## config.mk

```make
export PLATFORM = sky130hd
export DESIGN_NAME = msg_block_builder_flat
export DESIGN_NICKNAME = d
export VERILOG_FILES = /design/src/rtl/msg_pkg.sv /design/src/rtl/msg_block_builder_if.sv /design/src/rtl/msg_pad.sv /design/src/rtl/msg_block_builder.sv /design/src/flat_wrapper.sv
export SDC_FILE = /design/constraint.sdc
export NUM_CORES = 2
export LEC_CHECK = 0
export CAP_MARGIN = 20
export CORE_MARGIN = 8
export CORE_UTILIZATION = 40
export DETAILED_ROUTE_END_ITERATION = 12
export MAX_ROUTING_LAYER = met4
export PLACE_DENSITY_LB_ADDON = 0.12
export SETUP_SLACK_MARGIN = 0.4
export SYNTH_ARGS = -nofsm -noshare
export SYNTH_HDL_FRONTEND = slang
export SYNTH_HIERARCHICAL = 1
export SYNTH_SLANG_ARGS = --single-unit
```

## constraint.sdc

```tcl
create_clock -name clk -period 9.7 [get_ports clk]
set_input_delay 1.94 -clock clk [delete_from_list [all_inputs] [get_ports clk]]
set_output_delay 1.94 -clock clk [all_outputs]
set_load 0.03 [all_outputs]
```

## src/rtl/msg_pkg.sv

```systemverilog
// Shared constants and types for the message block builder: block geometry,
// MD5-style padding constants and the 64-byte working buffer type.
package msg_pkg;

   localparam int         MSG_BYTES     = 64;
   localparam int         LEN_FIELD_POS = 56;
   localparam logic [7:0] PAD_BYTE      = 8'h80;
   localparam int         MAX_LEN       = 55;

   // Byte i of the buffer lands in bits [8i+7:8i] when viewed as a 512-bit block
   typedef logic [MSG_BYTES-1:0][7:0] msg_buf_t;

   typedef enum logic {
      ST_EMPTY = 1'b0,
      ST_FULL  = 1'b1
   } blk_state_e;

   function automatic logic [5:0] clamp_len(input logic [5:0] len, input logic [5:0] max_len);
      return (len > max_len) ? max_len : len;
   endfunction

endpackage

```

## src/rtl/msg_block_builder_if.sv

```systemverilog
// Update-beat and output-block handshake bundle between char_gen, the
// message block builder and the hash core.
interface msg_block_builder_if;
   import msg_pkg::*;

   logic                     upd_valid;
   logic                     upd_ready;
   logic [5:0]               upd_offset;
   logic [6:0]               upd_index;
   logic                     upd_commit;
   logic [5:0]               upd_len;
   logic [63:0]              upd_counter;

   logic                     blk_valid;
   logic                     blk_ready;
   logic [MSG_BYTES*8-1:0]   blk_data;
   logic [63:0]              blk_counter;

   // The builder's view
   modport slave (
      input  upd_valid, upd_offset, upd_index, upd_commit, upd_len, upd_counter, blk_ready,
      output upd_ready, blk_valid, blk_data, blk_counter
   );

   // The environment's view (char_gen side and hash-core side together)
   modport master (
      output upd_valid, upd_offset, upd_index, upd_commit, upd_len, upd_counter, blk_ready,
      input  upd_ready, blk_valid, blk_data, blk_counter
   );

endinterface

```

## src/rtl/msg_pad.sv

```systemverilog
// Combinational padder: message bytes 0..L-1, 0x80 at L, zeros, then L*8 as a
// 64-bit length field. MSG_BLOCK_BUILDER_BE_LEN_EN selects a big-endian length field.
module msg_pad
   import msg_pkg::*;
(
   input  msg_buf_t              wbuf,
   input  logic [5:0]            len,
   output logic [MSG_BYTES*8-1:0] block
);

   msg_buf_t    blk;
   logic [63:0] bit_len;
   int          len_i;

   // NOTE: every variable written here gets a default first so no path leaves it unassigned and no latch is inferred.
   always_comb begin
      blk     = '0;
      len_i   = int'(len);
      bit_len = {55'd0, len, 3'd0};
      for (int i = 0; i < LEN_FIELD_POS; i++) begin
         if (i < len_i) begin
            blk[i] = wbuf[i];
         end else if (i == len_i) begin
            blk[i] = PAD_BYTE;
         end
      end
      for (int j = 0; j < 8; j++) begin
`ifdef MSG_BLOCK_BUILDER_BE_LEN_EN
         blk[LEN_FIELD_POS + j] = bit_len[8*(7-j) +: 8];
`else
         blk[LEN_FIELD_POS + j] = bit_len[8*j +: 8];
`endif
      end
   end

   assign block = blk;

endmodule

```

## src/rtl/msg_block_builder.sv

```systemverilog
// Applies char_gen character updates to a prefix-bearing working buffer and
// emits a padded 512-bit block per committed word. Length-field endianness: MSG_BLOCK_BUILDER_BE_LEN_EN.
module msg_block_builder
   import msg_pkg::*;
#(
   parameter int MAX_LEN  = 55,
   parameter int CS_DEPTH = 128
) (
   input  logic                 clk,
   input  logic                 reset,
   input  logic                 cs_we,
   input  logic [6:0]           cs_addr,
   input  logic [7:0]           cs_data,
   input  logic                 pre_we,
   input  logic [5:0]           pre_addr,
   input  logic [7:0]           pre_data,
   msg_block_builder_if.slave   bus,
   output logic                 len_err
);

   localparam logic [5:0] MAX_LEN_W  = 6'(MAX_LEN);
   localparam logic [5:0] DATA_LIMIT = 6'(LEN_FIELD_POS);

   logic [CS_DEPTH-1:0][7:0] cs_q, cs_d;
   msg_buf_t                 wbuf_q, wbuf_d;
   blk_state_e               state_q, state_d;
   logic [MSG_BYTES*8-1:0]   blk_data_q, blk_data_d;
   logic [63:0]              blk_counter_q, blk_counter_d;
   logic                     len_err_q, len_err_d;

   logic                     upd_acc;
   logic                     commit_acc;
   logic                     len_over;
   logic [5:0]               len_eff;
   logic [7:0]               upd_char;
   logic [MSG_BYTES*8-1:0]   padded;

   assign bus.upd_ready = (state_q == ST_EMPTY) || bus.blk_ready;
   assign upd_acc       = bus.upd_valid && bus.upd_ready;
   assign commit_acc    = upd_acc && bus.upd_commit;
   assign len_over      = bus.upd_len > MAX_LEN_W;
   assign len_eff       = clamp_len(bus.upd_len, MAX_LEN_W);

   // Lookup reads the registered table, so a same-cycle write is seen only from the next cycle
   assign upd_char = cs_q[bus.upd_index];

   always_comb begin
      cs_d = cs_q;
      if (cs_we) begin
         cs_d[cs_addr] = cs_data;
      end
   end

   // Update is applied after the prefix write so it wins on an address collision
   always_comb begin
      wbuf_d = wbuf_q;
      if (pre_we) begin
         wbuf_d[pre_addr] = pre_data;
      end
      if (upd_acc && (bus.upd_offset < DATA_LIMIT)) begin
         wbuf_d[bus.upd_offset] = upd_char;
      end
   end

   // Padding sees the next-state buffer so the commit beat's own character is included
   msg_pad u_pad (
      .wbuf  (wbuf_d),
      .len   (len_eff),
      .block (padded)
   );

   always_comb begin
      state_d       = state_q;
      blk_data_d    = blk_data_q;
      blk_counter_d = blk_counter_q;
      len_err_d     = len_err_q;
      case (state_q)
         ST_EMPTY: if (commit_acc) state_d = ST_FULL;
         ST_FULL:  if (bus.blk_ready && !commit_acc) state_d = ST_EMPTY;
         default:  state_d = ST_EMPTY;
      endcase
      if (commit_acc) begin
         blk_data_d    = padded;
         blk_counter_d = bus.upd_counter;
         if (len_over) begin
            len_err_d = 1'b1;
         end
      end
   end

   // NOTE: register updates use <= so every flop samples pre-edge values regardless of statement order.
   always_ff @(posedge clk) begin
      if (reset) begin
         // NOTE: the charset table and working buffer are flop arrays that must read as zero after reset, so they are reset like any other state.
         cs_q          <= '0;
         wbuf_q        <= '0;
         state_q       <= ST_EMPTY;
         blk_data_q    <= '0;
         blk_counter_q <= '0;
         len_err_q     <= 1'b0;
      end else begin
         cs_q          <= cs_d;
         wbuf_q        <= wbuf_d;
         state_q       <= state_d;
         blk_data_q    <= blk_data_d;
         blk_counter_q <= blk_counter_d;
         len_err_q     <= len_err_d;
      end
   end

   assign bus.blk_valid   = (state_q == ST_FULL);
   assign bus.blk_data    = blk_data_q;
   assign bus.blk_counter = blk_counter_q;
   assign len_err         = len_err_q;

endmodule

```

## src/flat_wrapper.sv

```systemverilog
// flat-port wrapper written by rule: the top's interface ports become plain ports
module msg_block_builder_flat import msg_pkg::*;
#(
   parameter int MAX_LEN  = 55,
   parameter int CS_DEPTH = 128
)
  (clk, reset, cs_we, cs_addr, cs_data, pre_we, pre_addr, pre_data, len_err, bus_upd_valid, bus_upd_offset, bus_upd_index, bus_upd_commit, bus_upd_len, bus_upd_counter, bus_blk_ready, bus_upd_ready, bus_blk_valid, bus_blk_data, bus_blk_counter);
  msg_block_builder_if bus_i ();
  input  logic clk;
  input  logic reset;
  input  logic cs_we;
  input  logic [6:0] cs_addr;
  input  logic [7:0] cs_data;
  input  logic pre_we;
  input  logic [5:0] pre_addr;
  input  logic [7:0] pre_data;
  output logic len_err;
  input wire logic [$bits(bus_i.upd_valid)-1:0] bus_upd_valid;
  input wire logic [$bits(bus_i.upd_offset)-1:0] bus_upd_offset;
  input wire logic [$bits(bus_i.upd_index)-1:0] bus_upd_index;
  input wire logic [$bits(bus_i.upd_commit)-1:0] bus_upd_commit;
  input wire logic [$bits(bus_i.upd_len)-1:0] bus_upd_len;
  input wire logic [$bits(bus_i.upd_counter)-1:0] bus_upd_counter;
  input wire logic [$bits(bus_i.blk_ready)-1:0] bus_blk_ready;
  output wire logic [$bits(bus_i.upd_ready)-1:0] bus_upd_ready;
  output wire logic [$bits(bus_i.blk_valid)-1:0] bus_blk_valid;
  output wire logic [$bits(bus_i.blk_data)-1:0] bus_blk_data;
  output wire logic [$bits(bus_i.blk_counter)-1:0] bus_blk_counter;
  assign bus_i.upd_valid = bus_upd_valid;
  assign bus_i.upd_offset = bus_upd_offset;
  assign bus_i.upd_index = bus_upd_index;
  assign bus_i.upd_commit = bus_upd_commit;
  assign bus_i.upd_len = bus_upd_len;
  assign bus_i.upd_counter = bus_upd_counter;
  assign bus_i.blk_ready = bus_blk_ready;
  assign bus_upd_ready = bus_i.upd_ready;
  assign bus_blk_valid = bus_i.blk_valid;
  assign bus_blk_data = bus_i.blk_data;
  assign bus_blk_counter = bus_i.blk_counter;
  msg_block_builder #(.MAX_LEN(MAX_LEN), .CS_DEPTH(CS_DEPTH)) u_core (.clk(clk), .reset(reset), .cs_we(cs_we), .cs_addr(cs_addr), .cs_data(cs_data), .pre_we(pre_we), .pre_addr(pre_addr), .pre_data(pre_data), .bus(bus_i), .len_err(len_err));
endmodule
```

# Yosys cells after proc, flatten, opt, wreduce, memory -nomap -nowiden
# Cells that the tools add are included.
[totals] register_bits=2056 latchBits=0 ramBits=0 romBits=0 in_bits=119 output_inout_bits=579 elab_cells=457 memories=0
[classes] add_sub_neg=0 n_mul=0 n_div=0 n_lt_le_gt_ge=65 n_eq_ne=55 n_shift=0 n_mux=129 bitwise_logic=1 reduce_logical=11
[ops] op="$bwmux 1024" n=1
[ops] op="$bwmux 512" n=2
[ops] op="$mux 512" n=2
[ops] op="$mux 8" n=116
[ops] op="$eq 6x6->1 const A" n=32
[ops] op="$lt 6x6->1 const A" n=24
[ops] op="$demux 8 s6" n=2
[ops] op="$eq 5x6->1 const A" n=16
[ops] op="$lt 5x6->1 const A" n=16
[ops] op="$bmux 8 s7" n=1
[ops] op="$demux 8 s7" n=1
[ops] op="$lt 4x6->1 const A" n=8
[ops] op="$eq 4x6->1 const A" n=4
[ops] op="$lt 3x6->1 const A" n=4
[ops] op="$lt 7x8->1 const B" n=2
[ops] op="$lt 6x7->1 const B" n=2
[ops] op="$eq 3x6->1 const A" n=2
[ops] op="$ge 6x1->1 const B" n=2
[ops] op="$lt 1x6->1 const A" n=2
[ops] op="$lt 2x6->1 const A" n=2
[ops] op="$ge 7x1->1 const B" n=1
[ops] op="$logic_and 1x1->1" n=7
[ops] op="$eq 2x6->1 const A" n=1
[ops] op="$gt 6x6->1 const B" n=1
[ops] op="other kinds (9)" n=10

# Logic depth before layout (Yosys ltp)
[logic_depth] word_depth=9 depth_mapped=18 depth_no_buf=12

# Cells and area by module
# Netlist, hierarchy kept.
[by_module_without_submodules] module="msg_block_builder" instances=1 cells_per_inst=10545 area_each_um2=91038.6 seq_area_each_um2=42320.6
[by_module_without_submodules] module="msg_pad" instances=1 cells_per_inst=719 area_each_um2=4504.3 seq_area_each_um2=0.0

# Worst setup path after synthesis
# Ideal clock, no wire load.
[synth_path] kind="input to register" from="input port bus_upd_index[0]" to="register u_core.blk_data_q[151], in the netlist u_core/bus.blk_data[151]" setup_time_ns=0.132 arrival_time_ns=4.827 t_required_ns=9.568 slack_ns=4.741 stages=14 n_path_buf=4 path_cell_list="buf_6 > buf_2 > mux4_2 > mux4_2 > a21oi_1 > nor3_1 > nor4_2 > buf_4 > buf_4 > mux2i_1 > a21o_1 > a32o_1 > nand2_1 > a21oi_1"
[synth_rtl] item="from (decl)" line="flat_wrapper.sv:20" rtl="input wire logic [$bits(bus_i.upd_index)-1:0] bus_upd_index;"
[synth_rtl] item="to (signal assigned)" line="msg_block_builder.sv:105" rtl="blk_data_q <= blk_data_d;"
[synth_rtl] item="to (decl)" line="msg_block_builder.sv:27" rtl="logic [MSG_BYTES*8-1:0] blk_data_q, blk_data_d;"

==> out/qor.yml <==
synth.yosys.warnings: 6
met3_length_mm: 27.0
slew_viol_final: 0
die_h_um: 498
clkTransAtPathRegs_ns: 0.06
powerDensity_nw_per_um2: 172
grt_pass1_wl_mm: 530
start_kind: "primary input"
io_buffer_count: 697
cp_cell_sequence: "buf_8 -> buf_12 -> buf_4 -> mux4_2 -> a221oi_1 -> o22ai_1 -> nor4_4 -> buf_8 -> buf_4 -> a21oi_1 -> nor2b_1 -> nand2_1 -> a21oi_1"
routed_via_density: 5.87
die_w_um: 498
grt_max_degree: 256
timing.rr.end: "u_core/bus.blk_data[184]"
clk_latency_ns: 0.89
ant_nets: 0
r2r.worst_path.cells: 11
r2r_start: "u_core/cs_q[312]"
vias: 83800
max_freq_mhz: 154
setup_violations: 0
status: "completed"
h-tree-depth: 4
wl_per_cell_um: 25.0
layout-drive-gt1-share: 0.0915
fin_tns_setup_ns: 0
holdWs_ns: 0.451
rsz0062_at_grt: "no"
design.portCount: 698
cp_max_fo: 99
start_util: 0.401
slowest_stage: "nor4_4"
grt-ovfl-total: 0
relSlewSlack: 0.121
cp_data_required_time_ns: 10.41
holdPathEnd: "u_core/bus.blk_data[497]"
slowest_delay_ns: 0.90
cp-end-kind: "flop"
finalHoldViolations: 0
skew_ns: 0.0562
hold_class: "flop to flop"
period_minus_slack_ns: 6.51
cts_buffers: 223
min-delay-start: "u_core/bus.blk_data[497]"
postSynthAreaPerCell_um2: 8.42
gr-usage-all-layers: 0.280
hpwl_mm: 221
cts_sinks: 2050
drc_errors: 0
timing.final.crit_share: 0.671
worst-slew-pin-transition_ns: 1.32
synth.cell_area_um2: 93100
arrival_ns: 7.22
post_cts_buffers: 0
wl_mm: 357
syn_to_final_growth_pct: 16.8
p_leak_nw: 37.3
fin_nets: 11200
drtPass1Iterations: 6
max-clock-path-buffers: 3
coreArea_um2: 232000
wl_met1_mm: 150
postCtsHoldBufs: 0
syn_inst: 11100
top_layer_used: "met4"
drt_iter0_drc: 8962
rrSetupSlack_ns: 5.43
worstSetupPathType: "primary input to flop"
cts_root_buf: "clkbuf_16"
rows: 177
peakVddDrop_uv: 168
gp_congestion: 0.891
cts_tree: "yes"
dieArea_um2: 248000
met2WireLength_mm: 164
drv_cap: 0
cts_resized: 0
grt_pass1_vias: 79400
whs_path_depth: 2
antenna_found_initial: 15
==> worst max-delay path, delay by kind of cell <==
kind | cells | cell delay, ns
AO/OA/AOI/OAI | 4 | 1.02
multiplexers | 1 | 0.41
buffers and inverters | 5 | 2.43
AND/OR/NAND/NOR | 3 | 1.17
==> where the power goes <==
part,leakage [nW],internal [mW],total [mW],switching [mW]
registers,16.5,8.48,8.51,0.0277
clock network,3.72,5.06,8.75,3.69
logic,17.0,0.332,1.42,1.09
==> through the flow <==
stage               cells  utilization  total power [mW]  setup WS [ns]  area [um^2]
global route        14300        0.468              19.3           2.98       109000
finish              14300        0.468              18.7           3.19       109000
detailed placement  13900        0.435              10.1           2.29       101000
CTS                 14300        0.467              18.8           3.23       109000
floorplan           11100            -              9.54           4.74        93300
global placement    13900        0.435              10.1           2.08       101000
==> worst max-delay path by stage <==
stage | start | to | slack, ns | depth (start not counted)
6_report | bus_upd_index[1] | u_core/bus.blk_data[172] | 3.19 | 13
3_3_place_gp | bus_upd_index[0] | u_core/bus.blk_data[60] | 2.08 | 12
5_1_grt | bus_upd_index[0] | u_core/bus.blk_data[60] | 2.98 | 13
4_1_cts | bus_upd_index[0] | u_core/bus.blk_data[60] | 3.23 | 13
2_1_floorplan | bus_upd_index[0] | u_core/bus.blk_data[151] | 4.74 | 14
3_5_place_dp | bus_upd_index[0] | u_core/bus.blk_data[60] | 2.29 | 13
==> placed cells by master, fill, tap and decap left out, types with 176 or more instances in the layout <==
cell and n:
nand2_1 2054, dfxtp_1 2050, a21oi_1 1769, nand3_1 719, clkdlybuf4s50_1 675, a211oi_1 670, nor2_1 520, mux2i_1 502
nor2b_1 262, and3_1 249, mux4_2 231, clkbuf_16 224, and2_1 223, buf_4 176
==> sequential cells by signal (all words and copies together) (netlist names) <==
register,count
u_core/bus.blk_counter,64
u_core/bus.blk_data,512
u_core/bus.blk_valid,1
u_core/cs_q,1024
u_core/len_err,1
u_core/wbuf_q,448
==> cell type report <==
cell class	instances	area [um^2]
multi-input combinational	7860	47300
antenna	7	17.5
fill	22400	123000
inverter	19	71.3
tap	3043	3810
sequential	2050	41000
timing repair buffer	899	8880
clock inverter	82	946
clock buffer	334	6580
==> per-layer routing <==
layer,GRT usage,vias up
met5,-,-
met4,0.112,0
met3,0.0478,614
met2,0.435,3365
met1,0.363,41300
li1,-,38600
Note: power is estimated with default switching activity, not from simulation.
